[src/rtl/fetch_queue.sv]
// In-order instruction buffer between fetch and decode. Holds {pc, instr} pairs,
// presents the oldest to decode and drops everything on a PC redirect (flush).
module fetch_queue #(
  parameter int unsigned DEPTH = 2,
  parameter logic [31:0] NOP   = 32'h00000013
) (
  input  logic                     clk,
  input  logic                     rst,
  input  logic                     flush,
  input  logic                     in_valid,
  output logic                     in_ready,
  input  logic [31:0]              in_pc,
  input  logic [31:0]              in_instr,
  output logic                     out_valid,
  input  logic                     out_ready,
  output logic [31:0]              out_pc,
  output logic [31:0]              out_instr,
  output logic [$clog2(DEPTH):0]   count
);

  localparam int unsigned PtrW = $clog2(DEPTH);
  localparam int unsigned CntW = PtrW + 1;

  logic [63:0]     mem_q [DEPTH];
  logic [PtrW-1:0] wr_ptr_q, wr_ptr_d;
  logic [PtrW-1:0] rd_ptr_q, rd_ptr_d;
  logic [CntW-1:0] count_q, count_d;
  logic            push, pop, write_en;
  logic [63:0]     head;

  // Ready and valid come from registered count only, so no in->out comb path.
  assign in_ready  = (count_q != CntW'(DEPTH));
  assign out_valid = (count_q != '0);
  assign push      = in_valid & in_ready;
  assign pop       = out_valid & out_ready;
  assign write_en  = push & ~flush & ~rst;

  assign head      = mem_q[rd_ptr_q];
  assign out_pc    = out_valid ? head[63:32] : 32'h0;
  assign out_instr = out_valid ? head[31:0]  : NOP;
  assign count     = count_q;

  always_comb begin
    wr_ptr_d = wr_ptr_q;
    rd_ptr_d = rd_ptr_q;
    count_d  = count_q;
    if (flush) begin
      wr_ptr_d = '0;
      rd_ptr_d = '0;
      count_d  = '0;
    end else begin
      // Pointers wrap naturally since DEPTH is a power of two.
      if (push) wr_ptr_d = wr_ptr_q + PtrW'(1);
      if (pop)  rd_ptr_d = rd_ptr_q + PtrW'(1);
      count_d = count_q + CntW'(push) - CntW'(pop);
    end
  end

  always_ff @(posedge clk) begin
    if (rst) begin
      wr_ptr_q <= '0;
      rd_ptr_q <= '0;
      count_q  <= '0;
    end else begin
      wr_ptr_q <= wr_ptr_d;
      rd_ptr_q <= rd_ptr_d;
      count_q  <= count_d;
    end
  end

  always_ff @(posedge clk) begin
    if (write_en) mem_q[wr_ptr_q] <= {in_pc, in_instr};
  end

endmodule

[config.mk]
export PLATFORM = sky130hd
export DESIGN_NAME = fetch_queue
export DESIGN_NICKNAME = d
export VERILOG_FILES = /design/src/rtl/fetch_queue.sv
export SDC_FILE = /design/constraint.sdc
export NUM_CORES = 1
export LEC_CHECK = 0
export BUFFER_PORTS_ARGS = -buffer_cell sky130_fd_sc_hd__buf_2
export CAP_MARGIN = 20
export CORE_ASPECT_RATIO = 0.9
export CORE_MARGIN = 2
export CORE_UTILIZATION = 47
export DETAILED_ROUTE_END_ITERATION = 7
export HOLD_SLACK_MARGIN = 0.15
export PLACE_DENSITY_LB_ADDON = 0.3
export SKIP_CTS_REPAIR_TIMING = 1
export SLEW_MARGIN = 20
export SYNTH_ARGS = -nofsm -noshare
export SYNTH_HDL_FRONTEND = slang
export SYNTH_SLANG_ARGS = --single-unit
[constraint.sdc]
create_clock -name clk -period 3.9 [get_ports clk]
set_clock_uncertainty 0.05 [all_clocks]
set_input_delay 0 -clock clk [delete_from_list [all_inputs] [get_ports clk]]
set_output_delay 0 -clock clk [all_outputs]
set_load 0.03 [all_outputs]
# Word level (Yosys, flattened, before mapping)
# Memory sizes are Yosys's and may differ from the RTL's. A register that Yosys moved wholly into a read port is not among the register bits.
# Index checks and enable logic that the tools add are counted.
[totals]
elab_cells = 23
n_memories = 1
regBits = 4
mem_bits_rw = 128
input_bits = 69
[mem_list]
columns = ["name", "words", "width", "rd", "rd_ports_with_merged_regs", "wr", "line", "rtl"]
rows = [
  ["mem_q", 2, 64, 1, 1, 1, "24", "logic [63:0] mem_q [DEPTH];"],
]
[classes]
eq_ne = 1
bitwise_logic = 6
n_reduce_logical = 2
muxes = 6
add_sub_neg = 4
[op_table]
columns = ["cell", "n"]
rows = [
  ["32-bit two-way mux", 2],
  ["1-bit AND", 4],
  ["1-bit two-way mux", 4],
  ["1-bit adder (second input constant)", 2],
  ["2-bit by 1-bit adder with 2-bit output", 1],
  ["2-bit != test (second input constant)", 1],
  ["1-bit inverter", 2],
  ["2-bit nonzero test", 1],
  ["2-bit OR reduction", 1],
  ["2-bit by 1-bit subtractor with 2-bit output", 1],
]

# Depth between registers and ports, before layout
# Gate-level depths: netlist of run 1.
[depth]
ltp_word = 6
depth_mapped = 9

# Worst setup path after synthesis of run 1
# Ideal clock, no wire load.
[synth_timing]
kind = "reg-to-reg"
start = "reg count_q[0], in the netlist count[0]"
end = "mem mem_q[0][0], enable pin"
required_time_ns = 3.364
path_slack_ns = -0.457
n_path_buf = 0
setup_time_ns = 0.486
arrival_ns = 3.821
path_stages_with_launch = 4
cell_sequence = "dfxtp_1 nand2b_1 nand2_1 nor2_1"
[synth_via]
elab_chain_cells = 6
[synth_lines]
columns = ["element", "line", "rtl"]
rows = [
  ["start, declared", "27", "logic [CntW-1:0] count_q, count_d;"],
  ["start signal, assigned", "67", "count_q <= count_d;"],
  ["2-bit != test", "32", "assign in_ready = (count_q != CntW'(DEPTH));"],
  ["via in_ready", "11", "output logic in_ready,"],
  ["1-bit AND", "34", "assign push = in_valid & in_ready;"],
  ["1-bit AND (2 in a row)", "36", "assign write_en = push & ~flush & ~rst;"],
  ["1-bit two-way mux", "72", "if (write_en) mem_q[wr_ptr_q] <= {in_pc, in_instr};"],
  ["1-bit two-way mux (implied by the code)", "72", ""],
  ["end, declared", "24", ""],
]
# The timed path passes the listed nets, and every way through them passes these cells.

==> impl_metrics.yaml, run 1 <==
synthesis:
  synthCells: 296
  syn_area_per_cell_sq_um: 17.1
  syn-num-nets: 367
  synth_cell_types: 20
  syn_area_sq_um: 5070
  yosysWarnings: 0
  seq_area_frac_synth_pct: 77.8
  synth_seq_cells: 133
critical_path:
  crit_required_ps: 3850
  reg2reg_depth: 6
  path_buf_inv: 1
  crit_family: "flip-flops"
  regToRegSetupSlack_ps: 1890
  crit_path_end_kind: "output pin"
  crit_type: "flip-flop to output pin"
  path_depth: 3
  crit_path_max_incr_delay_ps: 1060
  cpMaxStageDelayCell: "dfxtp_4"
  crit_path_end: "out_pc[15]"
  worstPathArrival_ps: 2140
  rr_startpoint: "count[0]"
  cp_max_fo: 64
  start_kind: "flip-flop"
  crit_chain: "mux2i_1 > nor2_1 > buf_2"
power_and_ir_drop:
  fin_total_pwr_mw: 3.53
  irDropWorstVdd_uv: 365
  power_leakage_nw: 2.72
  powerDensity_nw_per_um2: 493
finish:
  mostFrequentLayoutCell: "buf_2"
  nNetsFinal: 583
  drive_gt1_share_pct: 32.4
  final-seq-area_sq_um: 3950
  fill_cells: 729
  utilization_pct: 69.0
  multi_input_area_sq_um: 1030
  mostFrequentLayoutCells: "buf_2, edfxtp_1, dlygate4sd3_1"
  diodes: 0
  area_delta_synth_final_pct: 41.1
min_path:
  hold_class: "input pin to flip-flop"
run_status:
  status: "complete, no violations"
clock_network:
  cts-buffers-inserted: 17
  cts_tree: "yes"
  ctsRootBufferMaster: "clkbuf_16"
  htreeDepth: 4
  clkSlewWorstSetupHoldPaths_ps: 60
  cts.sink_count: 133
  clock_latency_ps: 390
  ctsLongestPathBuffers: 2
die:
  rows: 35
  dieArea_sq_um: 11600
  ios: 137
  start_util_pct: 48.9
  die_h_microns: 103
  core_sq_um: 10400
  die_x_microns: 114
global_route:
  antenna_found_initial: 0
  gr-total-overflow: 0
  grtUsageTotal_pct: 15.9
  grt_max_degree: 65
  grt_first_pass_wirelength_microns: 14000
  grt_pass1_vias: 2874
timing:
  final.setup.tns_ps: 0
  tightest_slew_ps: 1140
  slew_headroom_pct: 23.8
  fin_crit_ps: 2190
  setup_violations: 0
  hold_ws_ps: 274
  clock.fmax_ghz: 0.457
  finalHoldViolCount: 0
  fin_ws_ps: 1710
  slew_violations: 0
  min_period_over_period_pct: 56.2
  grt_setup_unrepaired: "false"
routing:
  drc: 0
  num_vias: 3130
  final_antenna_net_count: 0
  wl_microns: 9950
  drt_pass1_iterations: 4
  via_per_inst: 4.79
  wl_per_cell_microns: 15.2
  drt-initial-drc-count: 130
run:
  drv_cap: 0
placed_design:
  finalWeightedCongestion: 0.768
  place_hpwl_microns: 5610
  pre_cts_slack_ps: 1960
  portBuffers: 136
through the flow:
step | std cells | area (sq um)
finish | 653 | 7160
global route | 653 | 7160
CTS | 582 | 6450
floorplan | 296 | 5070
global placement | 551 | 5850
detailed placement | 551 | 5850
logic make-up after synthesis:
family / synth area share (%)
adder cells (fa/ha/maj): 0.493
AO/OA/AOI/OAI: 0.197
AND/OR/NAND/NOR: 6.29
buffers and inverters: 2.10
XOR/XNOR: 0.345
flip-flops: 77.8
multiplexers: 12.8
worst min-delay path by stage:
| stage | from | to | cells past startpoint |
|---|---|---|---|
| 2_1_floorplan | in_instr[0] | mem_q[0][0] | 0 |
| 3_3_place_gp | in_instr[25] | mem_q[0][25] | 1 |
| 3_5_place_dp | in_instr[23] | mem_q[1][23] | 1 |
| 4_1_cts | in_instr[28] | mem_q[0][28] | 1 |
| 5_1_grt | in_pc[26] | mem_q[0][58] | 2 |
| 6_report | in_instr[17] | mem_q[0][17] | 2 |
where the power goes:
group	internal (mW)	leakage, nW	switching [mW]
Combinational	0.132	1.23	0.193
Sequential	1.60	1.20	0.0169
Clock	1.05	0.285	0.532
layout make-up:
cell class | instances | area share, %
timing repair buffer | 210 | 19.8
inverter | 2 | 0.105
tap | 129 | 2.26
multi-input combinational | 148 | 14.4
clock buffer | 19 | 6.05
sequential | 133 | 55.2
clock inverter | 12 | 2.26
worst register-to-register path, stage by stage (launching register included):
cell and delay, ps:
dfxtp_1 360, nor2_4 140, inv_2 60, nand4b_1 90, dlygate4sd3_1 580, o21ai_1 70
dlygate4sd3_1 550
metal layers:
metal | track usage, % | share of wire [%]
met5 | 0 | 0
met4 | 5.53 | 1.3
met3 | 5.64 | 5.4
met2 | 26.0 | 50
met1 | 20.1 | 44
synthesized netlist by cell type:
library cell / n / area [sq um]
nand2_1: 6 / 22.5
inv_1: 1 / 3.75
buf_2: 1 / 5.00
nor2_1: 63 / 236
buf_1: 5 / 18.8
and4_1: 1 / 8.76
nand2b_1: 1 / 6.26
buf_6: 6 / 67.6
or3_1: 1 / 6.26
dfxtp_1: 5 / 100
o21ai_1: 2 / 10.0
nor2_4: 1 / 11.3
mux2i_1: 65 / 651
nand4b_1: 1 / 8.76
and2_1: 3 / 18.8
buf_4: 1 / 7.51
edfxtp_1: 128 / 3840
ha_1: 2 / 25.0
inv_2: 1 / 3.75
xnor2_1: 2 / 17.5
flip-flops by register name (all words and copies together) (netlist names), named ones only:
name      cells
mem_q       128
count         2
rd_ptr_q      1
wr_ptr_q      1
(Power assumes the default switching activity.)
==> inputs of run 2 (changes only) <==
clock period = 1.8 ns   (was 3.9 ns; I/O delays follow)
==> run 2 against run 1 <==
First-iteration DRC count fell by 10%. Combinational power rose by 130%. Count of clock-buffer cells in the layout fell by 2. Critical path type is now flip-flop to flip-flop. Critical endpoint is now count[1].
==> impl_metrics.yaml, run 2 (synthesis results as in run 1) <==
critical_path:
  crit_required_ps: 2040
  worstPathArrival_ps: 2030
  crit_type: "flip-flop to flip-flop"
  crit_path_end_kind: "flip-flop"
  start_kind: "flip-flop"
  regToRegSetupSlack_ps: 20
  crit_path_max_incr_delay_ps: 360
  cp_max_fo: 6
  cpMaxStageDelayCell: "dfxtp_4"
  crit_chain: "nor2_4 > inv_4 > and2_4 > ha_1 > inv_1 > ha_2 > xnor2_2 > xnor2_1 > and2_1"
  reg2reg_depth: 9
  r2r_end: "count[1]"
  rr_startpoint: "count[0]"
timing:
  hold_ws_ps: 189
  fin_crit_ps: 1780
  setup_violations: 0
  finalHoldViolCount: 0
  tightest_slew_ps: 409
  clock.fmax_ghz: 0.561
  slew_headroom_pct: 72.7
  min_period_over_period_pct: 99.0
  slew_violations: 0
  grt_setup_unrepaired: "true"
finish:
  diodes: 0
  fill_cells: 683
  final-seq-area_sq_um: 3950
  largest_register_ffs: 128
  utilization_pct: 70.2
  mostFrequentLayoutCell: "buf_2"
  multi_input_area_sq_um: 1060
  regMostFlops: "mem_q"
  area_delta_synth_final_pct: 43.7
  mostFrequentLayoutCells: "buf_2, edfxtp_1, dlygate4sd3_1"
  drive_gt1_share_pct: 35.2
  nNetsFinal: 587
  final-instance-count-excl-fill: 658
  finalInstanceArea_sq_um: 7290
die:
  start_util_pct: 48.9
  rows: 35
  ios: 137
  die_x_microns: 114
  die_h_microns: 103
  core_sq_um: 10400
  dieArea_sq_um: 11600
placed_design:
  finalWeightedCongestion: 0.775
  portBuffers: 136
  placed_cells: 556
  postPlaceCellArea_sq_um: 5980
  place_hpwl_microns: 5910
clock_network:
  cts-buffers-inserted: 17
  htreeDepth: 4
  clkSlewWorstSetupHoldPaths_ps: 60
  cts_tree: "yes"
  ctsRootBufferMaster: "clkbuf_16"
  clock_latency_ps: 400
  cts.sink_count: 133
  ctsLongestPathBuffers: 2
power_and_ir_drop:
  irDropWorstVdd_uv: 742
  power_leakage_nw: 2.75
  swShare_pct: 22.3
  pwr-share-clk_pct: 44.5
  powerDensity_nw_per_um2: 1040
  p_switching_mw: 1.69
  sequentialPowerShare_pct: 45.7
  p_comb_share_pct: 9.8
  p_int_mw: 5.92
global_route:
  grt_first_pass_wirelength_microns: 14300
  grt_max_degree: 62
  antenna_found_initial: 0
  grtUsageTotal_pct: 16.6
  grt_pass1_vias: 3009
  gr-total-overflow: 0
run_status:
  status: "complete, no violations"
routing:
  drt-initial-drc-count: 117
  wl_per_cell_microns: 15.4
  via_per_inst: 4.83
  drc: 0
  drt_pass1_iterations: 4
  num_vias: 3179
  final_antenna_net_count: 0
  wl_microns: 10100
min_path:
  whs_path_depth: 4
  holdPathEnd: "mem_q[0][33]"
  hold_start: "flush"
  hold_class: "input pin to flip-flop"
run:
  drv_cap: 0
-- run 2: critical path, delay by kind of cell, from the launching register on --
family / cells / cell delay [ps]
AND/OR/NAND/NOR: 3 / 450
adder cells (fa/ha/maj): 2 / 440
flip-flops: 1 / 360
XOR/XNOR: 2 / 260
buffers and inverters: 2 / 100
-- run 2: how the worst max path moves through the flow --
stage | from | end | cells past startpoint
2_1_floorplan | count[0] | mem_q[0][0] | 3
3_3_place_gp | count[0] | count[1] | 9
6_report | count[0] | count[1] | 9
5_1_grt | count[0] | count[1] | 9
3_5_place_dp | count[0] | count[1] | 9
4_1_cts | count[0] | out_instr[21] | 4
-- run 2: routing by layer --
| metal | global-route usage, % | part of all wire [%] | vias to the layer above |
|---|---|---|---|
| met2 | 27.5 | 49 | 119 |
| met1 | 19.4 | 43 | 1505 |
| met4 | 7.32 | 1.5 | 0 |
| met3 | 6.76 | 6.2 | 16 |
| li1 | - | - | 1539 |
| met5 | 0 | 0 | - |
-- run 2: power groups by stage --
stage / registers (mW) / clock network [mW] / logic [mW]
after floorplan: 3.55 / 0 / 0.378
after global placement: 3.54 / 0 / 0.609
after detailed placement: 3.54 / 0 / 0.620
after CTS: 3.48 / 3.45 / 0.621
after global routing: 3.49 / 3.59 / 0.801
final: 3.48 / 3.39 / 0.746
-- run 2: per-stage QoR --
stage          total power, mW  TNS (ps)  worst slack [ps]
2_1_floorplan             3.93    -37320              -313
3_3_place_gp              4.15         0              65.9
3_5_place_dp              4.16         0              5.36
4_1_cts                   7.56     -2610             -99.6
5_1_grt                   7.87     -98.8             -58.6
6_report                  7.62         0              18.2
-- run 2: area by class of cell --
class	count	area share [%]
Clock buffer	17	5.84
Tap cell	129	2.21
Timing Repair Buffer	214	20.7
Clock inverter	15	2.25
Inverter	2	0.137
Multi-Input combinational cell	148	14.6
Sequential cell	133	54.2
==> inputs of run 3 (changes only) <==
CORE_UTILIZATION = 41   (was 47)
==> run 3 against run 2 <==
Die area rose by 14%. Sequential share of layout area fell by 0.90 points. Largest power group is now the clock network. Utilization fell by 8.9 points. Worst setup slack improved by 36 ps. Critical endpoint unchanged.
==> impl_metrics.yaml, run 3 (synthesis results as in run 1) <==
finish:
  final-seq-area_sq_um: 3950
  area_delta_synth_final_pct: 46.1
  largest_register_ffs: 128
  final-instance-count-excl-fill: 695
  diodes: 0
  mostFrequentLayoutCell: "buf_2"
  multi_input_area_sq_um: 1060
  regMostFlops: "mem_q"
  fill_cells: 920
  nNetsFinal: 593
  drive_gt1_share_pct: 35.9
  mostFrequentLayoutCells: "buf_2, edfxtp_1, dlygate4sd3_1"
  finalInstanceArea_sq_um: 7410
die:
  rows: 38
  core_sq_um: 12100
  die_h_microns: 110
  ios: 137
  dieArea_sq_um: 13300
  start_util_pct: 42.0
  die_x_microns: 121
placed_design:
  portBuffers: 136
  finalWeightedCongestion: 0.733
  postPlaceCellArea_sq_um: 6050
  pre_cts_slack_ps: 29.3
  place_hpwl_microns: 5940
  placed_cells: 588
critical_path:
  start_kind: "flip-flop"
  path_common_cell: "xnor2_1"
  crit_path_end: "count[1]"
  path_depth: 9
  crit_required_ps: 2040
  reg2reg_depth: 9
  crit_start: "count[0]"
  regToRegSetupSlack_ps: 50
  r2r_end: "count[1]"
  worstPathArrival_ps: 1990
  crit_path_max_incr_delay_ps: 360
  crit_type: "flip-flop to flip-flop"
  cp_max_fo: 5
  crit_path_end_kind: "flip-flop"
  path_buf_inv: 2
  crit_family: "simple AND/OR/NAND/NOR gates"
  cpMaxStageDelayCell: "dfxtp_4"
  crit_chain: "nor2_4 > inv_2 > and2_4 > ha_1 > inv_1 > ha_2 > xnor2_1 > xnor2_1 > and2_1"
  rr_startpoint: "count[0]"
routing:
  wl_per_cell_microns: 14.7
  via_per_inst: 4.66
  num_vias: 3236
  final_antenna_net_count: 0
  drt-initial-drc-count: 168
  wl_microns: 10200
  drc: 0
  drt_pass1_iterations: 4
clock_network:
  clkSlewWorstSetupHoldPaths_ps: 60
  ctsRootBufferMaster: "clkbuf_16"
  clock_latency_ps: 400
  cts.sink_count: 133
  cts-buffers-inserted: 17
  htreeDepth: 4
  ctsLongestPathBuffers: 2
  cts_tree: "yes"
global_route:
  grtUsageMet2_pct: 23.3
  gr-total-overflow: 0
  antenna_found_initial: 0
  grt_max_degree: 62
  use_met3_pct: 6.59
  met1_usage_pct: 17.2
  busiest_layer: "met2"
  grtUsageTotal_pct: 14.4
  grt_first_pass_wirelength_microns: 14000
  grt_pass1_vias: 2855
timing:
  slew_violations: 0
  min_period_over_period_pct: 97.0
  clock.fmax_ghz: 0.573
  finalHoldViolCount: 0
  fin_ws_ps: 54.2
  setup_violations: 0
  fin_crit_ps: 1750
  grt_setup_unrepaired: "false"
  final.setup.tns_ps: 0
  slew_headroom_pct: 72.3
  tightest_slew_ps: 416
min_path:
  hold_class: "input pin to flip-flop"
power_and_ir_drop:
  power_leakage_nw: 2.80
  fin_total_pwr_mw: 7.75
  irDropWorstVdd_uv: 832
  powerDensity_nw_per_um2: 1050
run:
  drv_cap: 0
run_status:
  status: "complete, no violations"
[run 3: routing by layer]
layer	vias to the layer above	routed length, microns
met5	-	0
met4	0	81
met3	8	717
met2	131	5020
met1	1553	4370
li1	1544	-
[run 3: layout make-up]
cell class / count / area share [%]
Clock buffer: 17 / 5.74
Tap cell: 160 / 2.70
Multi-Input combinational cell: 148 / 14.3
Timing Repair Buffer: 220 / 21.3
Inverter: 2 / 0.101
Sequential cell: 133 / 53.3
Clock inverter: 15 / 2.53
[run 3: worst min path at each step]
stage	cells after the start	endpoint	from
floorplan	0	mem_q[0][0]	in_instr[0]
global placement	1	mem_q[0][25]	in_instr[25]
detailed placement	1	mem_q[1][21]	in_instr[21]
CTS	1	mem_q[1][41]	in_pc[9]
global route	2	mem_q[0][29]	in_instr[29]
finish	2	mem_q[1][24]	in_instr[24]
[run 3: power by group]
part,internal (mW),switching [mW],total (mW)
clock network,2.30,1.22,3.51
logic,0.310,0.444,0.754
registers,3.46,0.0192,3.48
total,6.07,1.68,7.75
[run 3: through the flow]
stage | hold WS (ps) | util (%)
2_1_floorplan | 48.9 | -
3_3_place_gp | 137 | 50.1
3_5_place_dp | 143 | 50.1
4_1_cts | -297 | 55.2
5_1_grt | 244 | 61.4
6_report | 262 | 61.4
